File: config.mk
export PLATFORM = sky130hd
export DESIGN_NAME = inst_mem_loader
export DESIGN_NICKNAME = d
export VERILOG_FILES = /design/src/rtl/inst_mem_loader_pkg.sv /design/src/rtl/inst_mem_loader_word_assembler.sv /design/src/rtl/inst_mem_loader.sv
export SDC_FILE = /design/constraint.sdc
export NUM_CORES = 1
export LEC_CHECK = 0
export ABC_AREA = 1
export BUFFER_PORTS_ARGS = -buffer_cell sky130_fd_sc_hd__buf_2
export CAP_MARGIN = 25
export CORE_UTILIZATION = 35
export CTS_CLUSTER_SIZE = 12
export DETAILED_ROUTE_END_ITERATION = 10
export GPL_ROUTABILITY_DRIVEN = 0
export HOLD_SLACK_MARGIN = 0.1
export SETUP_SLACK_MARGIN = 0.2
export SYNTH_ARGS = -nofsm -noshare
export SYNTH_HDL_FRONTEND = slang
export SYNTH_HIERARCHICAL = 1
export SYNTH_SLANG_ARGS = --single-unit
File: constraint.sdc
create_clock -name clk -period 3 [get_ports clk]
set_input_delay 0.15 -clock clk [delete_from_list [all_inputs] [get_ports clk]]
set_output_delay 0.15 -clock clk [all_outputs]
set_load 0.05 [all_outputs]
File: src/rtl/inst_mem_loader_pkg.sv
// Constants shared by the instruction loader, the debug unit and the bench:
// halt instruction value, bytes per instruction and the loader FSM encoding.
package inst_mem_loader_pkg;

    localparam logic [31:0] HALT_WORD      = 32'hFFFF_FFFF;
    localparam int          BYTES_PER_WORD = 4;
    localparam int          WORD_BITS      = BYTES_PER_WORD * 8;

    typedef enum logic [1:0] {
        ST_IDLE  = 2'd0,
        ST_RECV  = 2'd1,
        ST_WRITE = 2'd2,
        ST_DONE  = 2'd3
    } load_state_t;

endpackage

File: src/rtl/inst_mem_loader_word_assembler.sv
// Packs incoming bytes MSB first into one instruction word. The completed word
// is presented combinationally in the cycle its last byte arrives.
module word_assembler
    import inst_mem_loader_pkg::*;
(
    input  logic                 clk,
    input  logic                 reset,
    input  logic                 clear,
    input  logic [7:0]           byte_in,
    input  logic                 byte_valid,
    output logic [WORD_BITS-1:0] word_out,
    output logic                 word_ready
);

    logic [WORD_BITS-1:0] shift_reg;
    logic [1:0]           byte_cnt;

    always_ff @(posedge clk or posedge reset) begin
        if (reset) begin
            shift_reg <= '0;
            byte_cnt  <= '0;
        end else if (clear) begin
            shift_reg <= '0;
            byte_cnt  <= '0;
        end else if (byte_valid) begin
            shift_reg <= {shift_reg[WORD_BITS-9:0], byte_in};
            byte_cnt  <= byte_cnt + 2'd1;
        end
    end

    // Including the live byte lets the writer register the word on the same
    // edge that samples the final byte, giving one cycle of latency.
    assign word_out   = {shift_reg[WORD_BITS-9:0], byte_in};
    assign word_ready = byte_valid && (byte_cnt == 2'(BYTES_PER_WORD - 1));

endmodule

File: src/rtl/inst_mem_loader.sv
// Loads a program image from a byte stream into instruction memory, one word per
// four bytes, stopping on the halt instruction or when the address space is full.
module inst_mem_loader #(
    parameter int                   RAM_WIDTH     = 32,
    parameter int                   RAM_ADDR_BITS = 20,
    parameter logic [RAM_WIDTH-1:0] HALT_WORD     = inst_mem_loader_pkg::HALT_WORD
) (
    input  logic                     clk,
    input  logic                     reset,
    input  logic                     start,
    input  logic [7:0]               rx_data,
    input  logic                     rx_valid,
    output logic                     wr_en,
    output logic [RAM_ADDR_BITS-1:0] wr_addr,
    output logic [RAM_WIDTH-1:0]     wr_data,
    output logic                     busy,
    output logic                     done,
    output logic                     overflow,
    output logic [RAM_ADDR_BITS:0]   word_count
);
    import inst_mem_loader_pkg::*;

    load_state_t          state;
    logic [WORD_BITS-1:0] word_out;
    logic                 word_ready;
    logic                 idle_like;
    logic                 is_halt;
    logic                 addr_last;
    logic                 finishing;
    logic                 byte_accept;
    logic                 clear;

    assign idle_like = (state == ST_IDLE) || (state == ST_DONE);
    assign is_halt   = (wr_data == HALT_WORD);
    assign addr_last = (wr_addr == {RAM_ADDR_BITS{1'b1}});
    assign finishing = is_halt || addr_last;
    assign clear     = start && idle_like;

    // A byte arriving during the write cycle starts the next word, unless this
    // write ends the load, in which case it is dropped.
    assign byte_accept = rx_valid &&
                         ((state == ST_RECV) || ((state == ST_WRITE) && !finishing));

    word_assembler u_word_assembler (
        .clk        (clk),
        .reset      (reset),
        .clear      (clear),
        .byte_in    (rx_data),
        .byte_valid (byte_accept),
        .word_out   (word_out),
        .word_ready (word_ready)
    );

    always_ff @(posedge clk or posedge reset) begin
        if (reset) begin
            state      <= ST_IDLE;
            wr_en      <= 1'b0;
            wr_addr    <= '0;
            wr_data    <= '0;
            busy       <= 1'b0;
            done       <= 1'b0;
            overflow   <= 1'b0;
            word_count <= '0;
        end else begin
            wr_en <= 1'b0;
            case (state)
                ST_IDLE, ST_DONE: begin
                    if (start) begin
                        wr_addr    <= '0;
                        word_count <= '0;
                        overflow   <= 1'b0;
                        done       <= 1'b0;
                        busy       <= 1'b1;
                        state      <= ST_RECV;
                    end
                end
                ST_RECV: begin
                    if (word_ready) begin
                        wr_en      <= 1'b1;
                        wr_data    <= word_out;
                        word_count <= word_count + (RAM_ADDR_BITS+1)'(1);
                        state      <= ST_WRITE;
                    end
                end
                ST_WRITE: begin
                    if (is_halt) begin
                        done  <= 1'b1;
                        busy  <= 1'b0;
                        state <= ST_DONE;
                    end else if (addr_last) begin
                        overflow <= 1'b1;
                        done     <= 1'b1;
                        busy     <= 1'b0;
                        state    <= ST_DONE;
                    end else begin
                        wr_addr <= wr_addr + RAM_ADDR_BITS'(1);
                        state   <= ST_RECV;
                    end
                end
                default: state <= ST_IDLE;
            endcase
        end
    end

endmodule

==> impl_results.md <==
- Post-DP HPWL: approximately 9900 um
- H-tree levels: 3
- Sequential share of the synthesized area: 0.482
- DR vias: 4761
- Synth Instances: between 700 and 800
- Worst hold start: start
- CTS clk-pin slew, worst paths: around 0.080 ns
- DRT iter0 DRCs: 335
- Prevailing post-synth register cell: dfrtp_1
- Critical Path Most Common Cell: nand2_1
- Layout Nets: between 800 and 900
- Post-synthesis average cell area: about 7.5 um^2
- Synthesized area: between 5000 and 6000 um^2
- Worst Reg-to-Reg Cells: 16
- Crit Path Category: reg -> reg
- Fin crit share: 0.830
- Die height: 127 um
- Gr usage total: 0.184
- Post-synth cell types: 36
- Worst r2r src: wr_addr[0]
- Maximum clock insertion buffer count: 2
- Outcome: completed
- Die area: around 16000 um^2
- CP max-delay cell: dfrtp_2
- Startpoint types: flip-flop
- Detailed Route WL: 13800 um
- Synth top area share: 0.482
- Largest net degree at the start of global routing: 49
- PwrDens: 777 nW/um^2
- Hold crit path type: in -> reg
- Worst r2r dst: word_count[7]
- Remaining antenna violation count after routing: 0
- Die W: 127 um
- IO Count: a little under 90
- Buffers plus inverters on the worst setup path: 3
- Fraction of layout cells with a size suffix above 1: 0.170
- Hold violation count in the final report: 0
- Vias in the first global route: roughly 4600
- Final setup margin: 0.511 ns
- CP Capture Type: flip-flop
- Slew @ Worst Pin: 0.611 ns
- Initial core utilization: 0.359
- CP delay by family, top: simple AND/OR/NAND/NOR gates
- Post-DR wirelength/cell: roughly 14 um
- Crit path cell chain: ha_1 > nand3_2 > nor2_4 > nand3_2 > nand3_1 > a21boi_2 > nand2_1 > inv_1 > inv_1 > nand2_1 > nand2_2 > nor2_8 > buf_4 > nand2_1 > o31ai_1 > a21oi_1
- Post-Place Setup Slack: about 0.45 ns
- Ys Warns: 6
- Final Setup Violations: 0
- FFs w/ async S/R, synth: 1.00
- Drt drc: 0
- Syn Nets: around 740
- FF+latch count, synth: 105
- CP peak stage delay: ~0.44 ns
- Top cells by area, synth: dfrtp_1 48%, nand2_1 22%, nand3_1 5.7%
- Hold Path Sink: word_count[0]
- Max-slew violation count: 0
- Clk_skew: 0.00887 ns
- Number of flops mapped to enable cells by yosys: 0
- Global-route wire length before repair: between 20000 and 25000 um
- Sink Count: 105
- Drt via density: approximately 4.7
- CTS tree: built
- Lkg Pwr: ~0.0034 uW
- Max cap viols: 0
- Worst-Skew Late Latency: roughly 0.36 ns
- Std-Cell Rows: between 40 and 50
- Core outline area: 15200 um^2
- Slew margin rel.: 0.592
- Achievable Freq: 402 MHz
- PortBufs: between 80 and 90
- Drt first pass iters: 5
- Flip-flop count of the largest register after layout: 32
- Top cell type by total area after synthesis: dfrtp_1
- Area Overhead vs Synth: 18.0%
- Crit path time final: ~2.5 ns
- Final global-route overflow total: 0
- Flop2flop setup slack: a little over 0.5 ns
- Worst path required time: 3.24 ns
- Setup TNS after final layout: 0 ns
- RSZ-0062 raised after global routing: no
- Cells on Worst Hold Path: 5
- VDD IR max: 0.484 mV
- Antenna violations before repair: 1
- Max FO, Critical Path: 6
- CP arrival: 2.72 ns
- TritonCTS buffer count: 9
- Root Driver: clkbuf_16
- Cts repair resizes: 0
## cell type report
cell class	count	area (um^2)
Clock buffer	10	239
Timing Repair Buffer	108	646
Inverter	50	191
Tap cell	188	235
Antenna cell	1	2.50
Clock inverter	5	48.8
Multi-Input combinational cell	542	2440
Fill cell	1592	8770
Sequential cell	105	2630
## cell usage after synthesis, types with 4 or more instances
master	number
nor3_1	5
nand4_1	10
buf_6	5
nand2_1	321
o21ai_0	14
a21oi_1	12
buf_4	10
ha_1	6
clkbuf_1	4
nor2_1	74
nand3_1	62
xnor2_1	7
buf_2	9
dfrtp_1	105
inv_2	5
xor2_1	6
inv_1	43
## through the flow
stage | util | area, um^2 | power [uW] | cells | hold WS (ns)
2_1_floorplan | - | 5450 | 3390 | 726 | 0.190
3_3_place_gp | 0.394 | 6000 | 3770 | 979 | 0.243
3_5_place_dp | 0.396 | 6020 | 3780 | 980 | 0.116
4_1_cts | 0.421 | 6400 | 4980 | 1004 | 0.267
5_1_grt | 0.423 | 6430 | 5310 | 1008 | 0.280
6_report | 0.423 | 6430 | 5000 | 1009 | 0.266
## tightest hold or removal path: stages
cell and delay [ns]:
buf_2 0.10, inv_1 0.04, nand2_1 0.13, nand3_1 0.09, o21ai_0 0.07
## how the worst max path moves through the flow
stage | start | end | slack, ns | cells after the start
finish | wr_addr[0] | word_count[7] | 0.51 | 16
global route | wr_addr[0] | word_count[11] | 0.29 | 17
CTS | wr_addr[0] | word_count[8] | 0.43 | 17
detailed placement | wr_addr[0] | word_count[8] | 0.45 | 17
global placement | wr_addr[0] | word_count[8] | 0.51 | 17
floorplan | wr_addr[0] | word_count[8] | 0.26 | 19
## repair_timing
action / CTS / global route
endpoints found under the hold margin: 73 / 0
hold buffers: 9 / 0
endpoints found under the setup margin: 0 / 2
setup buffers: 0 / 4
## cells by family (layout without fill, tap and decap cells)
| group | count (synthesis) | after routing | synth area share |
|---|---|---|---|
| AO/OA/AOI/OAI | 32 | 32 | 0.0340 |
| flip-flops | 105 | 105 | 0.482 |
| buffers and inverters | 79 | 173 | 0.0707 |
| other | 0 | 1 | 0 |
| adder cells (fa/ha/maj) | 6 | 6 | 0.0138 |
| AND/OR/NAND/NOR | 491 | 491 | 0.379 |
| XOR/XNOR | 13 | 13 | 0.0209 |
## report_power, final
part / switching (uW) / internal (uW)
Clock: 578 / 600
Sequential: 234 / 1700
Combinational: 1410 / 468
Total: 2230 / 2770
## per-layer routing
metal	GRT usage	part of all wire	vias to the layer above	routed length [um]
li1	-	-	2446	-
met1	0.243	0.46	2207	6380
met2	0.311	0.49	99	6780
met3	0.0443	0.040	9	552
met4	0.0315	0.0070	0	97
met5	0	0	-	0
## placed cells by master, fill, tap and decap left out, drive strengths merged
cell and count:
nand2 325, dfrtp 105, buf 99, nor2 81
nand3 64, inv 51, o21ai 15, a21oi 12
nand4 10, clkbuf 10, dlygate4sd3 9, xnor2 7
xor2 6, ha 6, nor3 6, clkinv 4
nor3b 3, diode 1, and2 1, nand3b 1
a32o 1, o31ai 1, o21bai 1, a31oi 1
a21boi 1
(Power assumes the default switching activity.)
